**src/rtl/pipelined_cla_addsub.sv**
```systemverilog
// ---------------------------------------------------------------------------
// pipelined_cla_addsub
//
// Two-stage pipelined adder/subtractor built on a two-level carry-lookahead
// structure with 4-bit groups and a valid/ready handshake on both sides.
//
//   Stage 1 forms per-bit propagate/generate against the (possibly inverted)
//   B operand, collapses them into per-group propagate/generate, and records
//   the effective carry-in and the mode bit.
//   Stage 2 resolves every group carry with a second-level lookahead over the
//   group terms, expands each group carry into bit carries, and produces the
//   sum, carry-out and signed overflow flag.
//
// Ports
//   clk        : clock, all state updates on the rising edge
//   rst        : synchronous active-high reset, clears both stages
//   in_valid   : operand set on a/b/cin/sub is valid
//   in_ready   : block accepts operands this cycle
//   a, b       : WIDTH-bit operands
//   cin        : carry-in, ignored in subtract mode
//   sub        : 0 = a + b + cin, 1 = a - b (a + ~b + 1)
//   out_valid  : sum/cout/ovf hold a valid result
//   out_ready  : downstream accepts the result
//   sum        : WIDTH-bit result
//   cout       : carry out of the MSB (in subtract mode 1 means no borrow)
//   ovf        : two's-complement signed overflow
//
// Parameters
//   WIDTH      : operand width, a multiple of 4 from 4 to 64
//
// Configuration macro
//   CLA_SATURATE_EN : when defined, an overflowing result is replaced by the
//                     signed saturation value; ovf is still reported and
//                     cout is unchanged.  Undefined builds carry the raw
//                     wrapped result with no saturation logic.
// ---------------------------------------------------------------------------
module pipelined_cla_addsub #(
  parameter int WIDTH = 16
) (
  input  logic             clk,
  input  logic             rst,
  input  logic             in_valid,
  output logic             in_ready,
  input  logic [WIDTH-1:0] a,
  input  logic [WIDTH-1:0] b,
  input  logic             cin,
  input  logic             sub,
  output logic             out_valid,
  input  logic             out_ready,
  output logic [WIDTH-1:0] sum,
  output logic             cout,
  output logic             ovf
);

  localparam int GROUP = 4;
  localparam int NG    = WIDTH / GROUP;

  // Handshake / occupancy
  logic s1Valid_q;
  logic s2Valid_q;
  logic s1Advance;
  logic s2Advance;

  // Stage 1 next-state and registers
  logic [WIDTH-1:0] bEff;
  logic [WIDTH-1:0] p_d;
  logic [WIDTH-1:0] g_d;
  logic [NG-1:0]    grpG_d;
  logic [NG-1:0]    grpP_d;
  logic             cEff_d;

  logic [WIDTH-1:0] p_q;
  logic [WIDTH-1:0] g_q;
  logic [NG-1:0]    grpG_q;
  logic [NG-1:0]    grpP_q;
  logic             cEff_q;
  logic             sub_q;

  // Stage 2 carry network and next-state
  logic             cIn;
  logic [NG:0]      grpC;
  logic [WIDTH-1:0] carry;
  logic [WIDTH-1:0] rawSum;
  logic [WIDTH-1:0] sum_d;
  logic             cout_d;
  logic             ovf_d;

  // Stage 2 registers
  logic [WIDTH-1:0] sum_q;
  logic             cout_q;
  logic             ovf_q;

  // A stage may load when it is empty or when its contents move on in the
  // same cycle, so a full pipeline still sustains one operation per cycle.
  assign s2Advance = !s2Valid_q || out_ready;
  assign s1Advance = !s1Valid_q || s2Advance;
  assign in_ready  = s1Advance;
  assign out_valid = s2Valid_q;

  // Subtraction is a + ~b + 1, so the mode bit both inverts B and forces
  // the carry-in, which is why cin has no effect in subtract mode.
  assign bEff   = sub ? ~b : b;
  assign p_d    = a ^ bEff;
  assign g_d    = a & bEff;
  assign cEff_d = sub | cin;

  // Group generate: the group produces a carry if some bit generates and
  // every higher bit inside the group propagates it.  Group propagate is
  // simply all four bits propagating.
  always_comb begin : grpTerms
    logic term;
    grpG_d = '0;
    grpP_d = '0;
    term   = 1'b0;
    for (int j = 0; j < NG; j++) begin
      grpP_d[j] = &p_d[j*GROUP +: GROUP];
      for (int m = 0; m < GROUP; m++) begin
        term = g_d[j*GROUP + m];
        for (int k = 0; k < GROUP; k++) begin
          if (k > m) term = term & p_d[j*GROUP + k];
        end
        grpG_d[j] = grpG_d[j] | term;
      end
    end
  end

  // Stage 1 register; operand fields only load on a real accept.
  always_ff @(posedge clk) begin
    if (rst) begin
      s1Valid_q <= 1'b0;
      p_q       <= '0;
      g_q       <= '0;
      grpG_q    <= '0;
      grpP_q    <= '0;
      cEff_q    <= 1'b0;
      sub_q     <= 1'b0;
    end else if (s1Advance) begin
      s1Valid_q <= in_valid;
      if (in_valid) begin
        p_q    <= p_d;
        g_q    <= g_d;
        grpG_q <= grpG_d;
        grpP_q <= grpP_d;
        cEff_q <= cEff_d;
        sub_q  <= sub;
      end
    end
  end

  // The registered mode bit already implies a set carry-in; folding it in
  // again keeps the subtract carry explicit at the point of use.
  assign cIn = cEff_q | sub_q;

  // Second-level lookahead: the carry into group j+1 is the OR over every
  // lower group i that generates with all groups between i and j
  // propagating, plus the carry-in when groups 0..j all propagate.  Each
  // group carry is a flat sum of products, no chaining between groups.
  always_comb begin : grpCarry
    logic acc;
    logic term;
    logic allP;
    grpC    = '0;
    grpC[0] = cIn;
    acc     = 1'b0;
    term    = 1'b0;
    allP    = 1'b0;
    for (int j = 0; j < NG; j++) begin
      acc  = 1'b0;
      allP = 1'b1;
      for (int i = 0; i < NG; i++) begin
        if (i <= j) begin
          term = grpG_q[i];
          for (int k = 0; k < NG; k++) begin
            if (k > i && k <= j) term = term & grpP_q[k];
          end
          acc  = acc | term;
          allP = allP & grpP_q[i];
        end
      end
      grpC[j+1] = acc | (allP & cIn);
    end
  end

  // Bit carries inside each group use the same lookahead form, seeded by
  // that group's carry-in from the second level.
  always_comb begin : bitCarry
    logic acc;
    logic term;
    logic allP;
    carry = '0;
    acc   = 1'b0;
    term  = 1'b0;
    allP  = 1'b0;
    for (int j = 0; j < NG; j++) begin
      for (int m = 0; m < GROUP; m++) begin
        acc  = 1'b0;
        allP = 1'b1;
        for (int i = 0; i < GROUP; i++) begin
          if (i < m) begin
            term = g_q[j*GROUP + i];
            for (int k = 0; k < GROUP; k++) begin
              if (k > i && k < m) term = term & p_q[j*GROUP + k];
            end
            acc  = acc | term;
            allP = allP & p_q[j*GROUP + i];
          end
        end
        carry[j*GROUP + m] = acc | (allP & grpC[j]);
      end
    end
  end

  // Overflow is the carry into the MSB differing from the carry out of it.
  assign rawSum = p_q ^ carry;
  assign cout_d = grpC[NG];
  assign ovf_d  = grpC[NG] ^ carry[WIDTH-1];

`ifdef CLA_SATURATE_EN
  // A wrapped result with its sign bit set came from a positive overflow
  // and clamps to the largest positive value; otherwise to the most
  // negative value.
  assign sum_d = !ovf_d        ? rawSum :
                 rawSum[WIDTH-1] ? {1'b0, {(WIDTH-1){1'b1}}} :
                                   {1'b1, {(WIDTH-1){1'b0}}};
`else
  assign sum_d = rawSum;
`endif

  // Stage 2 register; results are held while downstream stalls.
  always_ff @(posedge clk) begin
    if (rst) begin
      s2Valid_q <= 1'b0;
      sum_q     <= '0;
      cout_q    <= 1'b0;
      ovf_q     <= 1'b0;
    end else if (s2Advance) begin
      s2Valid_q <= s1Valid_q;
      if (s1Valid_q) begin
        sum_q  <= sum_d;
        cout_q <= cout_d;
        ovf_q  <= ovf_d;
      end
    end
  end

  assign sum  = sum_q;
  assign cout = cout_q;
  assign ovf  = ovf_q;

endmodule

```
**config.mk**
```make
export PLATFORM = sky130hd
export DESIGN_NAME = pipelined_cla_addsub
export DESIGN_NICKNAME = d
export VERILOG_FILES = /design/src/rtl/pipelined_cla_addsub.sv
export SDC_FILE = /design/constraint.sdc
export NUM_CORES = 1
export LEC_CHECK = 0
export CAP_MARGIN = 15
export CORE_UTILIZATION = 45
export DETAILED_ROUTE_END_ITERATION = 16
export PLACE_DENSITY = 0.74
export SYNTH_ARGS = -nofsm -noshare
export SYNTH_HDL_FRONTEND = slang
export SYNTH_SLANG_ARGS = --single-unit
```
**constraint.sdc**
```tcl
create_clock -name clk -period 1.5 [get_ports clk]
set_input_delay 0.225 -clock clk [delete_from_list [all_inputs] [get_ports clk]]
set_output_delay 0.225 -clock clk [all_outputs]
set_load 0.03 [all_outputs]
```
---- Yosys cells after proc, flatten, opt, wreduce, memory -nomap -nowiden ----
Cells that the tools add are included.
storage, ports and cells
  flip-flop bits (word level) ............. 61
operators by class
  reductions and logical operators ........ 10
  bitwise gates (word level) .............. 122
  muxes and demuxes ....................... 1
operator list
  operator            count
  $and A1 B1 Y1       69
  $or A1 B1 Y1        48
  $xor A16 B16 Y16    2
  $and A16 B16 Y16    1
  $mux W16            1
  $not A16 Y16        1
  $reduce_and A4 Y1   4
  $reduce_and A2 Y1   2
  $logic_not A1 Y1    2
  $logic_or A1 B1 Y1  2
  $xor A1 B1 Y1       1

---- Depth between registers and ports, before layout ----
  word-level depth ........................ 9
  depth in mapped cells ................... 8
  mapped depth without buffers ............ 8

---- Worst setup path after synthesis ----
OpenSTA, ideal clock, no wires.
  path kind ............................... register to register
  start ................................... register s2Valid_q (netlist: out_valid)
  end ..................................... register g_q[10]
  data arrival time ....................... 1.634 ns
  buffers on the path ..................... 2
  setup time .............................. 0.132 ns
  stages on the path, launching flop included .. 8
  setup slack ............................. -0.266 ns
  path through ............................ dfxtp_1 > nor2b_2 > nand2_1 > and2_1 > buf_2 > buf_4 > nand2_1 > a21oi_1
on the way
  cells in the longest elaborated chain, start to end .. 4
ends and longest elaborated chain
  element                             line  source
  start: declaration                  60    logic s2Valid_q;
  start signal: assignment            237   s2Valid_q <= s1Valid_q;
  $logic_not A1 Y1                    95    assign s2Advance = !s2Valid_q || out_ready;
  $logic_or A1 B1 Y1                  95
  $logic_or A1 B1 Y1                  96    assign s1Advance = !s1Valid_q || s2Advance;
  via in_ready                        43    output logic in_ready,
  $reduce_and A2 Y1 (no source line)  --
  end signal: assignment              141   g_q <= g_d;
  end: declaration                    73    logic [WIDTH-1:0] g_q;
The timed path passes the listed nets, and every way through them passes these cells.
A chain may end at the register's enable or synchronous reset.

---- Worst setup path after layout ----
  start ................................... register sub_q
  end ..................................... register sum_q[5] (netlist: sum[5])
on the way
  cells in the longest elaborated chain, start to end .. 6
ends and longest elaborated chain
  element                   line  source
  start: declaration        77    logic sub_q;
  start signal: assignment  145   sub_q <= sub;
  $or A1 B1 Y1              152   assign cIn = cEff_q | sub_q;
  $and A1 B1 Y1             180   grpC[j+1] = acc | (allP & cIn);
  $or A1 B1 Y1              180
  $and A1 B1 Y1             208   carry[j*GROUP + m] = acc | (allP & grpC[j]);
  $or A1 B1 Y1              208
  $xor A16 B16 Y16          214   assign rawSum = p_q ^ carry;
  end signal: assignment    239   sum_q <= sum_d;
  end: declaration          89    logic [WIDTH-1:0] sum_q;
Every way passes these cells.

==> flow_summary.toml <==
[worst_setup_path]
required_ps = 1770
worst-endpoint-arrival_ps = 1720
worstSetupPathType = "reg2reg"
timing.critical_path.from_type = "register"
ff2ff_setup_slack_ps = 50
critPathCaptureType = "register"
critical_path.max_fanout = 3

[logic_synthesis]
ys_types = 37
synth-adder-area-share_pct = 8.64
postSynthAreaPerCell_sq_um = 8.28
gate_count_post_synth = 350
largest_family_of_logic_cells_by_synthesized_area = "simple AND/OR/NAND/NOR gates"
synth.largest_area_cell = "dfxtp_1"
yosysWarnings = 0
yosys.area_share.xor_xnor_pct = 8.46
synth-simple-area-share_pct = 21.1
muxShareOfSynthArea_pct = 0.345
synth_compound_area_share_pct = 17.1
synth_seq_area_share_pct = 40.1
mappedNetlistNets = 408
synth.top_cells.by_area = "dfxtp_1, nand2_1, a21oi_1, ha_1, xor2_1"
syn-cell-area_sq_mm = 0.00290
yosys_register_bits = 58
synth.top_cell.area_share_pct = 40.1

[cts]
ctsHoldBuffers = 0
clock_tree.htree_level_count = 3
number_of_cts_inserted_buffers = 9
clock_latency_ps = 340
clock_tree.root_cell = "clkbuf_8"
clk_pin_slew_ps = 60
tritoncts = "yes"
max-clock-path-buffers = 2
clock-sinks = 58

[sta]
setup-violations-final = 0
fmax_mhz = 689
report.final.slew_viol_count = 0
unrepaired_setup_endpoints_after_global_routing = "true"
clock_skew_ps = 5.81
transition_time_at_the_pin_with_the_least_slew_margin_ps = 367
layout_worst_path_cycle_share_pct = 96.7
fin_crit_ps = 1450
final_hold_viol_count = 0
max_slew_margin_pct = 75.4

[route]
vias_per_cell = 5.15
drt_first_iter_violations = 159
antenna_violation_net_count_after_detailed_routing = 0
routed_wl_mm = 6.56
dr.pass1.iters = 4
num_vias = 2638
post-route-drc-count = 0
avgRoutedWirePerCell_um = 12.8

[power]
power.density_mw_per_mm2 = 994
power_leakage_nw = 1.72
worst_ir_drop_on_vdd_uv = 501

[finish]
post_route_cells_drive_above_1_share_pct = 16.5
layoutNonFillerInstCount = 512
ant_diodes = 0
design.final.nets = 490
layout-area-overhead-vs-synth_pct = 37.2
postLayoutCellArea_sq_mm = 0.00398

[floorplan]
floorplan.rows = 28
die_width_um = 82.2
floorplan.die_area_sq_mm = 0.00676
initial_core_util_pct = 47.8
chipHeight_um = 82.2
placeableCoreArea_sq_mm = 0.00606
io-pin-count = 58

[run]
drv_cap = 0

[global_routing]
antenna_found_initial = 0
gr-total-overflow = 0
grt_pass1_wl_mm = 10.8
via_count_of_the_first_global_routing_pass = 2391
global_route.usage.total_pct = 21.2
grt_max_degree = 39

[hold_path]
worstHoldPathType = "in2reg"

[placed_design]
routabilityCongestion = 0.809
buffer_ports.inserted = 57
dpl_cell_area_sq_mm = 0.00370
dp.cells = 491
dp_hpwl_mm = 4.57

[status]
run_status = "completed"
power breakdown:
| part | leakage (nW) | internal [mW] | switching (mW) | total, mW |
|---|---|---|---|---|
| Sequential | 0.476 | 1.64 | 0.0778 | 1.72 |
| Combinational | 1.14 | 0.427 | 0.413 | 0.840 |
| Clock | 0.106 | 0.823 | 0.569 | 1.39 |
worst max-delay path, cell delays in order (launching register included):
cell and delay, ps:
dfxtp_2 320, buf_4 130, o21ai_1 170, nand2b_1 80, ha_1 190, nor2_2 100, xnor2_1 140, nand2_1 100
a21oi_2 140
metrics by stage:
stage	setup slack, ps	util (%)	hold WS, ps	setup TNS [ps]	total power, mW
3_5_place_dp	-451	61.0	448	-7140	2.56
5_1_grt	-45.4	65.6	234	-90.4	4.16
4_1_cts	0.727	64.9	212	0	3.97
6_report	49.1	65.6	230	0	3.95
3_3_place_gp	-365	61.0	443	-5690	2.54
2_1_floorplan	12.4	-	342	0	2.21
what timing repair did:
item	CTS	global route
pin swaps	5	12
buffers inserted	3	1
endpoints found under the setup margin	24	10
cloned	1	0
resized for setup	21	12
synthesized netlist by cell type, drive strengths merged:
master  number
a211oi       7
a21o         5
a21oi       52
a221o        1
a311oi       1
a31oi        3
a41oi        1
and2         2
and4         4
buf         12
clkbuf       8
dfxtp       58
ha          20
mux2i        1
nand2       89
nand2b       3
nand3        2
nand3b       6
nand4        1
nor2        20
nor2b        6
nor3         4
o211ai       1
o21ai       12
o21bai       1
or2          1
or3          1
xnor2        5
xor2        23
worst paths after layout:
kind | from | end | cells past startpoint
worst max-delay path | sub_q | sum[5] | 8
worst max register to register | sub_q | sum[5] | 8
worst min-delay path | rst | sum[9] | 2
worst min register to register | sum[1] | sum[1] | 2
cells in the final DEF, fill, tap and decap left out, drive strengths merged, types with 2 or more instances in the layout:
| cell type | count |
|---|---|
| a21o | 5 |
| xnor2 | 5 |
| nor2 | 20 |
| xor2 | 23 |
| nand2 | 89 |
| dfxtp | 58 |
| nand3 | 2 |
| a211oi | 7 |
| clkdlybuf4s50 | 35 |
| nand2b | 3 |
| o21ai | 12 |
| dlygate4sd2 | 20 |
| nor2b | 6 |
| a21oi | 52 |
| buf | 35 |
| nor3 | 4 |
| and2 | 2 |
| and4 | 4 |
| nand3b | 6 |
| ha | 20 |
| a31oi | 3 |
| clkbuf | 15 |
flip-flops by register name (all words and copies together) (netlist names):
name,flops
cEff_q,1
cout,1
g_q,12
grpG_q,4
grpP_q,4
out_valid,1
ovf,1
p_q,16
s1Valid_q,1
sub_q,1
sum,16
routing by layer:
metal  global-route usage, %  routed length (um)  vias up
met5                       0                   0        -
met4                    8.77                 104        0
met3                    6.04                 357        9
met2                    31.8                2970       80
met1                    28.4                3130     1189
li1                        -                   -     1360
area by class of cell:
type	instances	area, sq um
Timing Repair Buffer	91	860
Tap cell	75	93.8
Fill cell	530	2090
Clock inverter	1	5.00
Clock buffer	15	196
Multi-Input combinational cell	272	1660
Sequential cell	58	1160
cell families (layout without fill, tap and decap cells):
kind of cell / after synthesis / count (layout)
AND/OR/NAND/NOR: 139 / 139
AO/OA/AOI/OAI: 84 / 84
flip-flops: 58 / 58
XOR/XNOR: 28 / 28
adder cells (fa/ha/maj): 20 / 20
buffers and inverters: 20 / 107
multiplexers: 1 / 1
Note: power is estimated with default switching activity, not from simulation.
